File: src/rtl/wb_pkg.sv
// Shared types for the writeback buffer: stored entry layout and FSM state encoding.
// DATA_WIDTH falls back to a 64-bit line when the cache parameter header is not in the build.
`ifndef DATA_WIDTH
`define DATA_WIDTH 64
`endif

package wb_pkg;
    localparam int WB_ADDR_W = 32;
    localparam int WB_DATA_W = `DATA_WIDTH;

    typedef struct packed {
        logic [WB_ADDR_W-1:0] addr;
        logic [WB_DATA_W-1:0] data;
    } wb_entry_t;

    typedef enum logic [1:0] {
        IDLE  = 2'd0,
        DRAIN = 2'd1,
        FLUSH = 2'd2
    } wb_state_t;
endpackage

File: src/rtl/wb_fifo_ctrl.sv
// Pointer, occupancy and full/overflow bookkeeping for the writeback buffer.
module wb_fifo_ctrl #(
    parameter  int DEPTH = 4,
    localparam int PTR_W = $clog2(DEPTH),
    localparam int CNT_W = $clog2(DEPTH + 1)
) (
    input  logic             clk,
    input  logic             RST,
    input  logic             push_req,
    input  logic             pop_req,
    output logic             push,
    output logic             pop,
    output logic             drop,
    output logic             full,
    output logic [PTR_W-1:0] wr_ptr,
    output logic [PTR_W-1:0] rd_ptr,
    output logic [CNT_W-1:0] count
);
    assign full = (count == CNT_W'(DEPTH));
    assign pop  = pop_req && (count != '0);
    // A simultaneous pop frees the slot, so a full buffer can still take a push.
    assign push = push_req && (!full || pop);
    assign drop = push_req && full && !pop;

    always_ff @(posedge clk) begin
        if (RST) begin
            wr_ptr <= '0;
            rd_ptr <= '0;
            count  <= '0;
        end else begin
            if (push) wr_ptr <= wr_ptr + 1'b1;
            if (pop)  rd_ptr <= rd_ptr + 1'b1;
            case ({push, pop})
                2'b10:   count <= count + 1'b1;
                2'b01:   count <= count - 1'b1;
                default: count <= count;
            endcase
        end
    end
endmodule

File: src/rtl/writeback_buffer.sv
// Dirty-victim writeback buffer: FIFO of evicted lines drained to memory, with flush handshake.
// Optional WB_FORWARD_EN builds a youngest-match lookup over pending victims.
module writeback_buffer
    import wb_pkg::*;
#(
    parameter int DEPTH      = 4,
    parameter int DATA_WIDTH = `DATA_WIDTH,
    parameter int ADDR_WIDTH = 32
) (
    input  logic                  clk,
    input  logic                  RST,
    input  logic                  repl_valid,
    input  logic                  repl_dirty,
    input  logic [ADDR_WIDTH-1:0] repl_addr,
    input  logic [DATA_WIDTH-1:0] Data_repl,
    output logic                  wb_valid,
    input  logic                  wb_ready,
    output logic [ADDR_WIDTH-1:0] wb_addr,
    output logic [DATA_WIDTH-1:0] wb_data,
    output logic                  full,
    input  logic                  flush_req,
    output logic                  flush_done,
    output logic                  ovf_err,
    input  logic [ADDR_WIDTH-1:0] lookup_addr,
    output logic                  lookup_hit,
    output logic [DATA_WIDTH-1:0] lookup_data
);
    localparam int PTR_W = $clog2(DEPTH);
    localparam int CNT_W = $clog2(DEPTH + 1);

    logic             push, pop, drop;
    logic [PTR_W-1:0] wr_ptr, rd_ptr;
    logic [CNT_W-1:0] count;
    wb_state_t        state_q, state_d;

    // Entries are held at package widths; module widths must not exceed them.
    wb_entry_t mem [DEPTH];

    wb_fifo_ctrl #(.DEPTH(DEPTH)) u_ctrl (
        .clk      (clk),
        .RST      (RST),
        .push_req (repl_valid && repl_dirty),
        .pop_req  (wb_ready),
        .push     (push),
        .pop      (pop),
        .drop     (drop),
        .full     (full),
        .wr_ptr   (wr_ptr),
        .rd_ptr   (rd_ptr),
        .count    (count)
    );

    always_ff @(posedge clk) begin
        if (push) mem[wr_ptr] <= '{addr: WB_ADDR_W'(repl_addr), data: WB_DATA_W'(Data_repl)};
    end

    assign wb_valid = (count != '0);
    assign wb_addr  = ADDR_WIDTH'(mem[rd_ptr].addr);
    assign wb_data  = DATA_WIDTH'(mem[rd_ptr].data);

    always_ff @(posedge clk) begin
        if (RST) begin
            state_q <= IDLE;
            ovf_err <= 1'b0;
        end else begin
            state_q <= state_d;
            if (drop) ovf_err <= 1'b1;
        end
    end

    always_comb begin
        state_d    = state_q;
        flush_done = 1'b0;
        case (state_q)
            IDLE: begin
                if (flush_req)          state_d = FLUSH;
                else if (count != '0)   state_d = DRAIN;
            end
            DRAIN: begin
                if (flush_req)          state_d = FLUSH;
                else if (count == '0)   state_d = IDLE;
            end
            FLUSH: begin
                // Further flush requests are absorbed; completion is the first empty cycle.
                if (count == '0) begin
                    flush_done = 1'b1;
                    state_d    = IDLE;
                end
            end
            default: state_d = IDLE;
        endcase
    end

`ifdef WB_FORWARD_EN
    logic [PTR_W-1:0] slot;

    // Walk oldest to youngest so the last match found is the youngest.
    always_comb begin
        lookup_hit  = 1'b0;
        lookup_data = '0;
        slot        = '0;
        for (int i = 0; i < DEPTH; i++) begin
            slot = rd_ptr + PTR_W'(i);
            if ((CNT_W'(i) < count) && (mem[slot].addr == WB_ADDR_W'(lookup_addr))) begin
                lookup_hit  = 1'b1;
                lookup_data = DATA_WIDTH'(mem[slot].data);
            end
        end
    end
`else
    logic unused_lookup;
    assign unused_lookup = ^lookup_addr;
    assign lookup_hit    = 1'b0;
    assign lookup_data   = '0;
`endif
endmodule

File: config.mk
export PLATFORM = sky130hd
export DESIGN_NAME = writeback_buffer
export DESIGN_NICKNAME = d
export VERILOG_FILES = /design/src/rtl/wb_pkg.sv /design/src/rtl/wb_fifo_ctrl.sv /design/src/rtl/writeback_buffer.sv
export SDC_FILE = /design/constraint.sdc
export NUM_CORES = 1
export LEC_CHECK = 0
export ABC_CLOCK_PERIOD_IN_PS = 4650
export CAP_MARGIN = 40
export CORE_MARGIN = 4
export CORE_UTILIZATION = 35
export CTS_CLUSTER_DIAMETER = 50
export CTS_CLUSTER_SIZE = 30
export DETAILED_ROUTE_END_ITERATION = 6
export SETUP_SLACK_MARGIN = 0.02
export SLEW_MARGIN = 10
export SYNTH_ARGS = -nofsm -noshare
export SYNTH_HDL_FRONTEND = slang
export SYNTH_SLANG_ARGS = --single-unit
File: constraint.sdc
create_clock -name clk -period 4.65 [get_ports clk]
set_input_delay 0.6975 -clock clk [delete_from_list [all_inputs] [get_ports clk]]
set_output_delay 0.6975 -clock clk [all_outputs]
set_load 0.005 [all_outputs]
==> summary.txt <==
Status
  • Outcome: complete, no violations

Clock network
  • Total CTS buffers: 39
  • # clock sinks: about 400
  • Post-CTS setup buffer count: 0
  • Clock Tree Root: clkbuf_16
  • Post-cts sizing count: 0
  • Max Buffers Root-to-Sink: 3
  • Worst-Skew Late Latency: between 0.5 and 0.6 ns
  • # H-tree levels: 2
  • Hold Buf Count CTS: 0
  • Worst-path clk slew: around 0.07 ns
  • CTS tree: done

STA
  • Pins Over Slew Limit: 0
  • Final worst path period share: 0.7471
  • Crit path time final: around 3.5 ns
  • Worst-Margin Slew: 0.6411 ns
  • Fmax: roughly 290 MHz
  • Relative slew slack: 0.5726
  • Accumulated negative setup slack: 0 ns
  • Final Hold Vio Count: 0
  • Layout Skew: ~0.015 ns
  • Setup-failing EPs final: 0
  • RSZ-0062 raised after global routing: false

Hold path
  • Worst hold path cell count: 1
  • Worst min path class: reg2reg
  • Hold path start: state_q[1]$_SDFFE_PP0P_
  • Hold path endpoint: state_q[0]$_SDFFE_PP0P_

Final layout
  • Layout cells sized above 1: 0.2056
  • Post-route cell area: between 15000 and 20000 um^2
  • Ant diodes: 0
  • Reg area: 11780 um^2
  • Fin nets: between 1000 and 1500
  • # fillers: 3616
  • Synth-to-Final Area Change: 25.21%
  • Multi-input logic area: ~2800 um^2

Drt
  • Detailed Route WL: about 29 mm
  • Routed length per placed instance: roughly 20 um
  • Via count: ~6600
  • Via/cell ratio: around 4.6
  • Final ANT Viol Nets: 0
  • Drt first pass iters: 5
  • Drc violations: 0
  • DRT iter0 DRCs: between 400 and 500

Yosys
  • Post-Syn Area: approximately 15000 um^2
  • Mean Syn Cell Area: ~24 um^2
  • Seq/Total Area, Yosys: 0.7877
  • Post-synth top cells: edfxtp_1, mux4_2, buf_4, dfxtp_1, buf_2
  • Top_reg_cell synth: edfxtp_1
  • Largest area contributor in the netlist: edfxtp_1
  • Yosys top cell area share: 0.7717
  • Asr flop ratio synth: 0
  • Synth Register Bits: ~400
  • EDFF count, synth: about 380
  • Synth Warn #: 0
  • Cell variety after synth: 33
  • Ranking of synthesized cells by area: edfxtp_1, mux4_2, buf_4
  • Most common cell in the synthesized netlist: edfxtp_1
  • Post-Syn Instances: between 600 and 700

Setup path
  • Worst EP required: between 3 and 4 ns
  • Crit end category: primary output
  • Crit path kind: reg2out
  • Max FO, Critical Path: 25
  • Reg2Reg Launch Point: u_ctrl.count[0]$_SDFFE_PP0P_
  • CP arrival: around 2.8 ns
  • Worst setup SP type: flip-flop
  • R2r setup slk: about 2.4 ns
  • R2r worst-path depth: 9
  • Worst R2R End: u_ctrl.count[2]$_SDFFE_PP0P_

Power
  • Pwr Total: 8.983 mW
  • Max VDD drop: ~0.00035 V
  • Pwr/cell area: around 480 nW/um^2
  • Static leakage: approximately 6 nW

Floorplan
  • Die H: 214.6 um
  • IO Pins: around 300
  • Die ar.: 46060 um^2
  • Rows: 75
  • Initial Utilization: 0.3554
  • Die W: between 200 and 250 um
  • Placeable Area: 42040 um^2

Global route
  • Vias in the first global route: 7176
  • Grt total ovfl: 0
  • GRT Overall Usage: 0.1237
  • Initial antenna violation count: 2
  • Global-route wire length before repair: ~44 mm
  • Largest net degree at the start of global routing: ~90

Place
  • RePlAce Congestion: a little under 0.7
  • HPWL after DPL: approximately 17 mm
  • Port bufs: ~200
  • Dpl cell area: about 17000 um^2

Run
  • Max Cap Violations: 0
==> worst max path at each step <==
stage / startpoint / endpoint / slack (ns) / cells past startpoint
after floorplan: repl_valid / mem[0][0]$_DFFE_PP_ / 0.96 / 3
final: flip-flop / wb_addr[29] / 1.18 / 3
after detailed placement: wb_ready / mem[0][54]$_DFFE_PP_ / 1.56 / 5
after global placement: wb_ready / mem[0][54]$_DFFE_PP_ / 1.56 / 5
after global routing: flip-flop / wb_addr[29] / 0.97 / 3
after CTS: flip-flop / wb_addr[29] / 1.04 / 3
==> registers in the layout (all words and copies together), names as in the netlist, named ones only <==
register	cells
ovf_err	1
mem	384
state_q	2
u_ctrl.wr_ptr	2
u_ctrl.rd_ptr	2
u_ctrl.count	3
==> critical path, cell delays in order (launching register included) <==
cell and delay (ns):
dfxtp_4 0.72, buf_4 0.44, mux4_2 0.56, clkdlybuf4s50_1 0.49
==> report_power, final <==
| part | internal, mW | switching (mW) |
|---|---|---|
| clock network | 1.72 | 1.40 |
| logic | 1.07 | 0.638 |
| registers | 4.03 | 0.109 |
| total | 6.83 | 2.15 |
==> cells in the final DEF, fill, tap and decap left out, types with 5 or more instances in the layout <==
cell type	netlist	routed
and2_4	1	5
ha_1	5	5
mux4_2	96	96
nor2_1	8	8
edfxtp_1	384	384
conb_1	1	65
buf_12	1	6
dfxtp_1	12	10
inv_1	6	6
clkdlybuf4s50_1	0	201
inv_6	0	6
clkbuf_16	0	41
buf_4	65	7
==> cells by family (layout without fill, tap and decap cells) <==
kind of cell,Yosys count,count (layout),synth area share
buffers and inverters,95,287,0.04480
xor gates and xnor gates,3,3,0.001759
DFF,396,396,0.7877
other,1,65,0.0002510
muxes,98,98,0.1461
AOI/OAI and AO/OA,8,8,0.003014
adders and majority gates,6,6,0.005526
and+or+nand+nor,27,27,0.01080
==> layout make-up <==
class,instances,share of cell area
well taps,539,0.03604
repair buffers,214,0.1168
multi-input cells,207,0.1471
flip-flops and latches,396,0.6295
clock inverters,25,0.01431
clock buffers,42,0.05504
inverters,6,0.001204
==> through the flow <==
step / worst slack [ns] / hold WS, ns / utilization / instances
global route: 0.9708 / 0.4882 / 0.4451 / 1429
global placement: 1.563 / 0.4485 / 0.4142 / 1362
detailed placement: 1.559 / 0.4581 / 0.4142 / 1362
floorplan: 0.9578 / 0.4260 / - / 698
finish: 1.176 / 0.4632 / 0.4451 / 1429
CTS: 1.038 / 0.4597 / 0.4451 / 1429
==> metal layers <==
metal / vias up / track usage / wire (um)
met3: 44 / 0.04379 / 2142
met2: 189 / 0.1944 / 13560
li1: 2956 / - / -
met4: 4 / 0.04279 / 661
met5: - / 0 / 19
met1: 3444 / 0.1611 / 12260
Power figures use the tool's default switching activity.
